<file path="src/rtl/ras_pkg.sv">
// Shared types and default sizes for the committed return-address stack.
package ras_pkg;

    localparam int unsigned RAS_DEPTH      = 16;
    localparam int unsigned RAS_WIDTH      = 32;
    localparam int unsigned RAS_ADDR_WIDTH = 10;

    // Committed action, encoded as {pop, push}
    typedef enum logic [1:0] {
        RAS_NOP     = 2'b00,
        RAS_PUSH    = 2'b01,
        RAS_POP     = 2'b10,
        RAS_REPLACE = 2'b11
    } ras_action_e;

    // Restore handshake sequencing
    typedef enum logic [1:0] {
        RS_IDLE = 2'b00,
        RS_READ = 2'b01,
        RS_RESP = 2'b10
    } ras_restore_state_e;

endpackage

</file>
<file path="src/rtl/ras_bram.sv">
// Simple dual-port storage: port A synchronous read, port B write.
// With RESOLVE_COLLIDE set, a same-cycle write to the read slot is forwarded.
module ras_bram #(
    parameter int unsigned DEPTH           = 16,
    parameter int unsigned WIDTH           = 32,
    parameter bit          RESOLVE_COLLIDE = 1'b1,
    localparam int unsigned ADDR           = $clog2(DEPTH)
) (
    input  logic             clk,
    input  logic             rst_i,
    input  logic             a_en_i,
    input  logic [ADDR-1:0]  a_addr_i,
    output logic [WIDTH-1:0] a_data_o,
    input  logic             b_we_i,
    input  logic [ADDR-1:0]  b_addr_i,
    input  logic [WIDTH-1:0] b_data_i
);

    logic [WIDTH-1:0] mem_q [DEPTH];
    logic [WIDTH-1:0] a_data_q;
    logic             collide_c;

    assign collide_c = RESOLVE_COLLIDE && b_we_i && (b_addr_i == a_addr_i);
    assign a_data_o  = a_data_q;

    // Storage array write; contents are intentionally not reset
    always_ff @(posedge clk) begin
        if (b_we_i) begin
            mem_q[b_addr_i] <= b_data_i;
        end
    end

    // Read register: loads only when enabled so the response holds afterwards
    always_ff @(posedge clk) begin
        if (rst_i) begin
            a_data_q <= '0;
        end else if (a_en_i) begin
            a_data_q <= collide_c ? b_data_i : mem_q[a_addr_i];
        end
    end

endmodule

</file>
<file path="src/rtl/ras_commit_stack.sv">
// Committed return-address stack: applies the committed action stream,
// checks it against its own pointer, and serves post-flush restore requests.
module ras_commit_stack
    import ras_pkg::*;
#(
    parameter int unsigned DEPTH      = RAS_DEPTH,
    parameter int unsigned WIDTH      = RAS_WIDTH,
    parameter int unsigned ADDR_WIDTH = RAS_ADDR_WIDTH,
    localparam int unsigned ADDR      = $clog2(DEPTH),
    localparam int unsigned CNT_W     = ADDR + 1
) (
    input  logic                  clk,
    input  logic                  reset,
    input  logic                  commit,
    input  logic                  pop_i,
    input  logic                  push_i,
    input  logic [ADDR_WIDTH-1:0] addr_i,
    input  logic [WIDTH-1:0]      data_i,
    output logic [ADDR_WIDTH-1:0] tos_o,
    output logic [CNT_W-1:0]      count_o,
    output logic                  overflow,
    output logic                  underflow,
    output logic                  mismatch,
    input  logic                  restore_req,
    output logic                  restore_valid,
    output logic [ADDR_WIDTH-1:0] restore_addr,
    output logic [WIDTH-1:0]      restore_data,
    output logic                  restore_empty,
    input  logic                  restore_ack
);

    localparam logic [CNT_W-1:0] CNT_FULL = CNT_W'(DEPTH);

    ras_action_e           action_c;
    logic [ADDR_WIDTH-1:0] tos_q, tos_d;
    logic [CNT_W-1:0]      count_q, count_d;
    logic                  ovf_q, ovf_d;
    logic                  unf_q, unf_d;
    logic                  mis_q, mis_d;

    ras_restore_state_e    state_q, state_d;
    logic                  snap_ld_c;
    logic                  rd_en_c;
    logic [ADDR_WIDTH-1:0] snap_tos_q;
    logic                  snap_empty_q;
    logic                  valid_q;
    logic                  wr_en_c;

    assign action_c = ras_action_e'({pop_i, push_i});

    // Next stack pointer/occupancy and status pulses for this cycle's commit
    always_comb begin
        tos_d   = tos_q;
        count_d = count_q;
        ovf_d   = 1'b0;
        unf_d   = 1'b0;
        mis_d   = 1'b0;
        if (commit) begin
            case (action_c)
                RAS_PUSH: begin
                    tos_d = addr_i;
                    mis_d = (addr_i != (tos_q + ADDR_WIDTH'(1)));
                    if (count_q == CNT_FULL) begin
                        ovf_d = 1'b1;
                    end else begin
                        count_d = count_q + CNT_W'(1);
                    end
                end
                RAS_POP: begin
                    if (count_q == '0) begin
                        unf_d = 1'b1;
                    end else begin
                        tos_d   = addr_i - ADDR_WIDTH'(1);
                        count_d = count_q - CNT_W'(1);
                        mis_d   = (addr_i != tos_q);
                    end
                end
                RAS_REPLACE: begin
                    tos_d = addr_i;
                    mis_d = (addr_i != tos_q);
                    if (count_q == '0) begin
                        count_d = CNT_W'(1);
                    end
                end
                default: begin
                end
            endcase
        end
    end

    // Restore sequencing: snapshot in IDLE, read in READ, hold in RESP
    always_comb begin
        state_d   = state_q;
        snap_ld_c = 1'b0;
        rd_en_c   = 1'b0;
        case (state_q)
            RS_IDLE: begin
                if (restore_req) begin
                    snap_ld_c = 1'b1;
                    state_d   = RS_READ;
                end
            end
            RS_READ: begin
                rd_en_c = 1'b1;
                state_d = RS_RESP;
            end
            RS_RESP: begin
                if (restore_ack) begin
                    state_d = RS_IDLE;
                end
            end
            default: begin
                state_d = RS_IDLE;
            end
        endcase
    end

    // Architectural state, pulses, snapshot and FSM registers
    always_ff @(posedge clk) begin
        if (reset) begin
            tos_q        <= '1;
            count_q      <= '0;
            ovf_q        <= 1'b0;
            unf_q        <= 1'b0;
            mis_q        <= 1'b0;
            state_q      <= RS_IDLE;
            snap_tos_q   <= '0;
            snap_empty_q <= 1'b0;
            valid_q      <= 1'b0;
        end else begin
            tos_q   <= tos_d;
            count_q <= count_d;
            ovf_q   <= ovf_d;
            unf_q   <= unf_d;
            mis_q   <= mis_d;
            state_q <= state_d;
            valid_q <= (state_d == RS_RESP);
            if (snap_ld_c) begin
                snap_tos_q   <= tos_d;
                snap_empty_q <= (count_d == '0);
            end
        end
    end

    // A commit concurrent with reset is dropped, including its write
    assign wr_en_c = commit && push_i && !reset;

    ras_bram #(
        .DEPTH           (DEPTH),
        .WIDTH           (WIDTH),
        .RESOLVE_COLLIDE (1'b1)
    ) u_bram (
        .clk      (clk),
        .rst_i    (reset),
        .a_en_i   (rd_en_c),
        .a_addr_i (snap_tos_q[ADDR-1:0]),
        .a_data_o (restore_data),
        .b_we_i   (wr_en_c),
        .b_addr_i (addr_i[ADDR-1:0]),
        .b_data_i (data_i)
    );

    assign tos_o         = tos_q;
    assign count_o       = count_q;
    assign overflow      = ovf_q;
    assign underflow     = unf_q;
    assign mismatch      = mis_q;
    assign restore_valid = valid_q;
    assign restore_addr  = snap_tos_q;
    assign restore_empty = snap_empty_q;

endmodule

</file>
<file path="config.mk">
export PLATFORM = sky130hd
export DESIGN_NAME = ras_commit_stack
export DESIGN_NICKNAME = d
export VERILOG_FILES = /design/src/rtl/ras_pkg.sv /design/src/rtl/ras_bram.sv /design/src/rtl/ras_commit_stack.sv
export SDC_FILE = /design/constraint.sdc
export NUM_CORES = 1
export LEC_CHECK = 0
export CAP_MARGIN = 20
export CORE_AREA = 4 4 281 283
export CTS_CLUSTER_DIAMETER = 80
export DETAILED_ROUTE_END_ITERATION = 8
export DIE_AREA = 0 0 285 287
export PLACE_DENSITY = 0.48
export SKIP_LAST_GASP = 1
export SYNTH_ARGS = -nofsm -noshare
export SYNTH_HDL_FRONTEND = slang
export SYNTH_SLANG_ARGS = --single-unit
</file>
<file path="constraint.sdc">
create_clock -name clk -period 3.49 [get_ports clk]
set_input_delay 0.349 -clock clk [delete_from_list [all_inputs] [get_ports clk]]
set_output_delay 0.349 -clock clk [all_outputs]
set_load 0.01 [all_outputs]
</file>
==> out/summary.txt <==
RUN STATUS
-----------------------------------------------------------------------------------------
Run status .................................................................    completed

DIE
-----------------------------------------------------------------------------------------
Die footprint ..............................................................   81,800 um2
Area of the core ...........................................................   76,700 um2
Site Rows ..................................................................          102
Die boundary height ........................................................       287 um
Width of the chip ..........................................................       285 um
Number of placed I/O pins ..................................................          111
Initial core utilization ...................................................        29.8%

SYNTH
-----------------------------------------------------------------------------------------
Share of the synthesized area in the top cell type .........................        67.3%
Mean cell area of the mapped netlist .......................................     19.3 um2
Largest cells by area after synthesis ...................................... sky130_fd_sc_hd__edfxtp_1, sky130_fd_sc_hd__mux4_2, sky130_fd_sc_hd__dfxtp_1, sky130_fd_sc_hd__a211oi_1, sky130_fd_sc_hd__a221o_1
Flip-flop and latch count after synthesis ..................................          576
Proportion of register bits with asynchronous set or reset after synthesis .           0%
List of most frequent post-synthesis cells ................................. sky130_fd_sc_hd__edfxtp_1, sky130_fd_sc_hd__mux4_2, sky130_fd_sc_hd__dfxtp_1
Count of flip-flops with a built-in enable after synthesis .................          512
Synth Net Count ............................................................        1,243
YS warnings ................................................................            0
Most used DFF post-synth ................................................... sky130_fd_sc_hd__edfxtp_1
Dominant cell type by area after synthesis ................................. sky130_fd_sc_hd__edfxtp_1
Post-synthesis instance area ...............................................   22,800 um2
Share of synthesized area occupied by flip-flops and latches ...............        72.9%
Dominant cell by count in the synthesized netlist .......................... sky130_fd_sc_hd__edfxtp_1
Number of distinct library cells after synthesis ...........................           62
Instance count of the mapped netlist .......................................        1,185

LAYOUT
-----------------------------------------------------------------------------------------
Final core utilization .....................................................        36.1%
Number of fillers in the final layout ......................................        7,120
Total area of multi-input combinational cells ..............................     5940 um2
Fraction of layout cells with a size suffix above 1 ........................        22.3%
Sequential cell area .......................................................   16,700 um2
Area growth from synthesis to layout .......................................        21.1%
Number of nets in the layout ...............................................        1,393

SETUP PATH
-----------------------------------------------------------------------------------------
Signal arrival time at the worst endpoint ..................................      2.52 ns
Cell depth of the worst flop-to-flop path ..................................           10
Critical path start-end classification .....................................   reg -> out
Start point of the critical path ........................................... restore_addr[2]$_SDFFE_PP0P_
Worst-path maximum fanout ..................................................           31
Critical path data required time ...........................................      3.14 ns
Endpoint class of the critical path ........................................ primary output
FF-to-FF Start ............................................................. count_o[0]$_SDFF_PP0_
Worst setup SP type ........................................................         flop

STA
-----------------------------------------------------------------------------------------
Unrepaired setup endpoints after global routing ............................           no
Shortest period the worst path allows ......................................      2.87 ns
Final hold violations ......................................................            0
Least-Margin Pin Slew ......................................................     0.947 ns
Worst Clk Skew .............................................................    0.0214 ns
TNS Setup ..................................................................         0 ns
Relative max-transition margin .............................................        36.9%
Maximum operating frequency ................................................    0.348 GHz
Part of the cycle the worst path needs .....................................        82.3%
Hold WS ....................................................................     0.456 ns
Number of failing setup endpoints in the final timing report ...............            0
Worst-case setup margin in the final layout ................................     0.618 ns
Max Slew Vio Count .........................................................            0

MIN PATH
-----------------------------------------------------------------------------------------
Hold path depth ............................................................            4
Worst min path class .......................................................    in -> reg
Launch instance of the worst min-delay path ................................  restore_ack

CTS
-----------------------------------------------------------------------------------------
Hold-fix buffers at CTS ....................................................            0
Clock tree from TritonCTS ..................................................        built
H-tree level count .........................................................            3
Latest clock arrival within the worst-skew pair ............................      0.59 ns
Clock slew seen by the registers of the worst setup and hold paths .........      0.06 ns
Number of buffers added by the clock tree synthesis step ...................           66
Buffer levels on the longest clock path ....................................            3
Clock root buffer master ................................................... sky130_fd_sc_hd__clkbuf_16
Number of clock sinks ......................................................          576
Buffers inserted by post-CTS timing repair .................................            0
Gates resized, CTS repair ..................................................            0

ROUTING
-----------------------------------------------------------------------------------------
Sum of routed wire length over all layers ..................................    56,100 um
Post-DR vias/cell ..........................................................         4.89
Average wire length per cell after detail routing ..........................      23.1 um
Antenna violation net count after detailed routing .........................            0
DRC errors left ............................................................            0
TritonRoute pass-1 iters ...................................................            4
Number of DRC markers in iteration 0 .......................................          831
Via count of the routed design .............................................        11.9k

JOB
-----------------------------------------------------------------------------------------
Number of max-cap violations ...............................................            0

PLACEMENT
-----------------------------------------------------------------------------------------
Routability congestion estimate ............................................        0.786
Post-Place Worst Slack .....................................................     0.762 ns
Half-perimeter wire length after detailed placement ........................    33,000 um
Number of buffer cells added on primary ports ..............................          110

GLOBAL ROUTE
-----------------------------------------------------------------------------------------
Global-route wire length before repair .....................................    85,300 um
Initial antenna violation count ............................................            1
Maximum number of pins on one net before global-route repair ...............           57
Aggregate global-route resource usage ......................................        13.8%
Number of global-route vias before repair ..................................        12.9k
Sum of overflow across all layers after global routing .....................            0

POWER AND IR DROP
-----------------------------------------------------------------------------------------
Leakage power figure .......................................................   0.00854 uW
Maximum vdd ir drop ........................................................   0.000309 V
Power per unit of standard cell area .......................................   562 nW/um2

[power by group]
part	switching, uW	internal (uW)	total, uW	leakage, uW
combinational	678	654	1330	0.00240
clock	2720	3760	6470	0.00100
sequential	143	7600	7740	0.00513
total	3540	12000	15500	0.00854
[final timing paths]
path                                                         end  slack [ns]
worst min register to register  u_bram.a_data_o[26]$_SDFFE_PP0N_        0.48
worst max-delay path                             restore_addr[2]        0.62
worst max register to register        restore_empty$_SDFFE_PP0P_        0.78
worst min-delay path                       state_q[1]$_SDFF_PP0_        0.46
[cells by family after synthesis]
family / count (synthesis) / share of synthesized area (%)
muxes: 165 / 14.8
buffers and inverters: 88 / 1.75
AOI/OAI and AO/OA: 154 / 5.13
adders and majority gates: 9 / 0.493
and+or+nand+nor: 172 / 4.09
DFF: 576 / 72.9
xor gates and xnor gates: 21 / 0.805
[critical path, stage by stage (launching register included)]
cell and delay (ns):
sky130_fd_sc_hd__dfxtp_4 0.77, sky130_fd_sc_hd__buf_4 0.49, sky130_fd_sc_hd__clkdlybuf4s50_1 0.65
[layout by cell type, fill, tap and decap left out, types with 25 or more instances in the layout]
| master | count |
|---|---|
| sky130_fd_sc_hd__clkdlybuf4s50_1 | 110 |
| sky130_fd_sc_hd__buf_4 | 33 |
| sky130_fd_sc_hd__dfxtp_1 | 60 |
| sky130_fd_sc_hd__mux4_2 | 139 |
| sky130_fd_sc_hd__nor2b_1 | 36 |
| sky130_fd_sc_hd__nand2_1 | 27 |
| sky130_fd_sc_hd__mux2i_1 | 25 |
| sky130_fd_sc_hd__clkbuf_16 | 67 |
| sky130_fd_sc_hd__a221o_1 | 32 |
| sky130_fd_sc_hd__a211oi_1 | 53 |
| sky130_fd_sc_hd__edfxtp_1 | 512 |
| sky130_fd_sc_hd__nor2_1 | 27 |
[routing by layer]
| layer | vias to the layer above | routed length, um | global-route usage [%] |
|---|---|---|---|
| li1 | 5232 | - | - |
| met1 | 6325 | 25800 | 18.8 |
| met2 | 234 | 27300 | 23.1 |
| met3 | 76 | 1970 | 2.28 |
| met4 | 0 | 1050 | 3.83 |
| met5 | - | 0 | 0 |
[flip-flops by register name (all words and copies together) (netlist names)]
register and flops:
restore_addr 10, underflow 1, mismatch 1, tos_o 10, state_q 2, u_bram.mem_q 512
overflow 1, restore_valid 1, count_o 5, restore_empty 1, u_bram.a_data_o 32
[layout make-up]
cell class	count	share of cell area, %
multi-input combinational	521	21.5
sequential	576	60.2
tap	1040	4.70
clock inverter	33	0.841
timing repair buffer	159	6.03
clock buffer	87	6.55
inverter	11	0.149
antenna	1	0.00904
[metrics by stage]
stage	power, uW	std cells	area (um2)
floorplan	8660	1185	22900
global placement	9240	2307	25600
detailed placement	9250	2307	25600
CTS	15800	2427	27700
global route	16200	2427	27700
finish	15500	2428	27700
(Power assumes the default switching activity.)
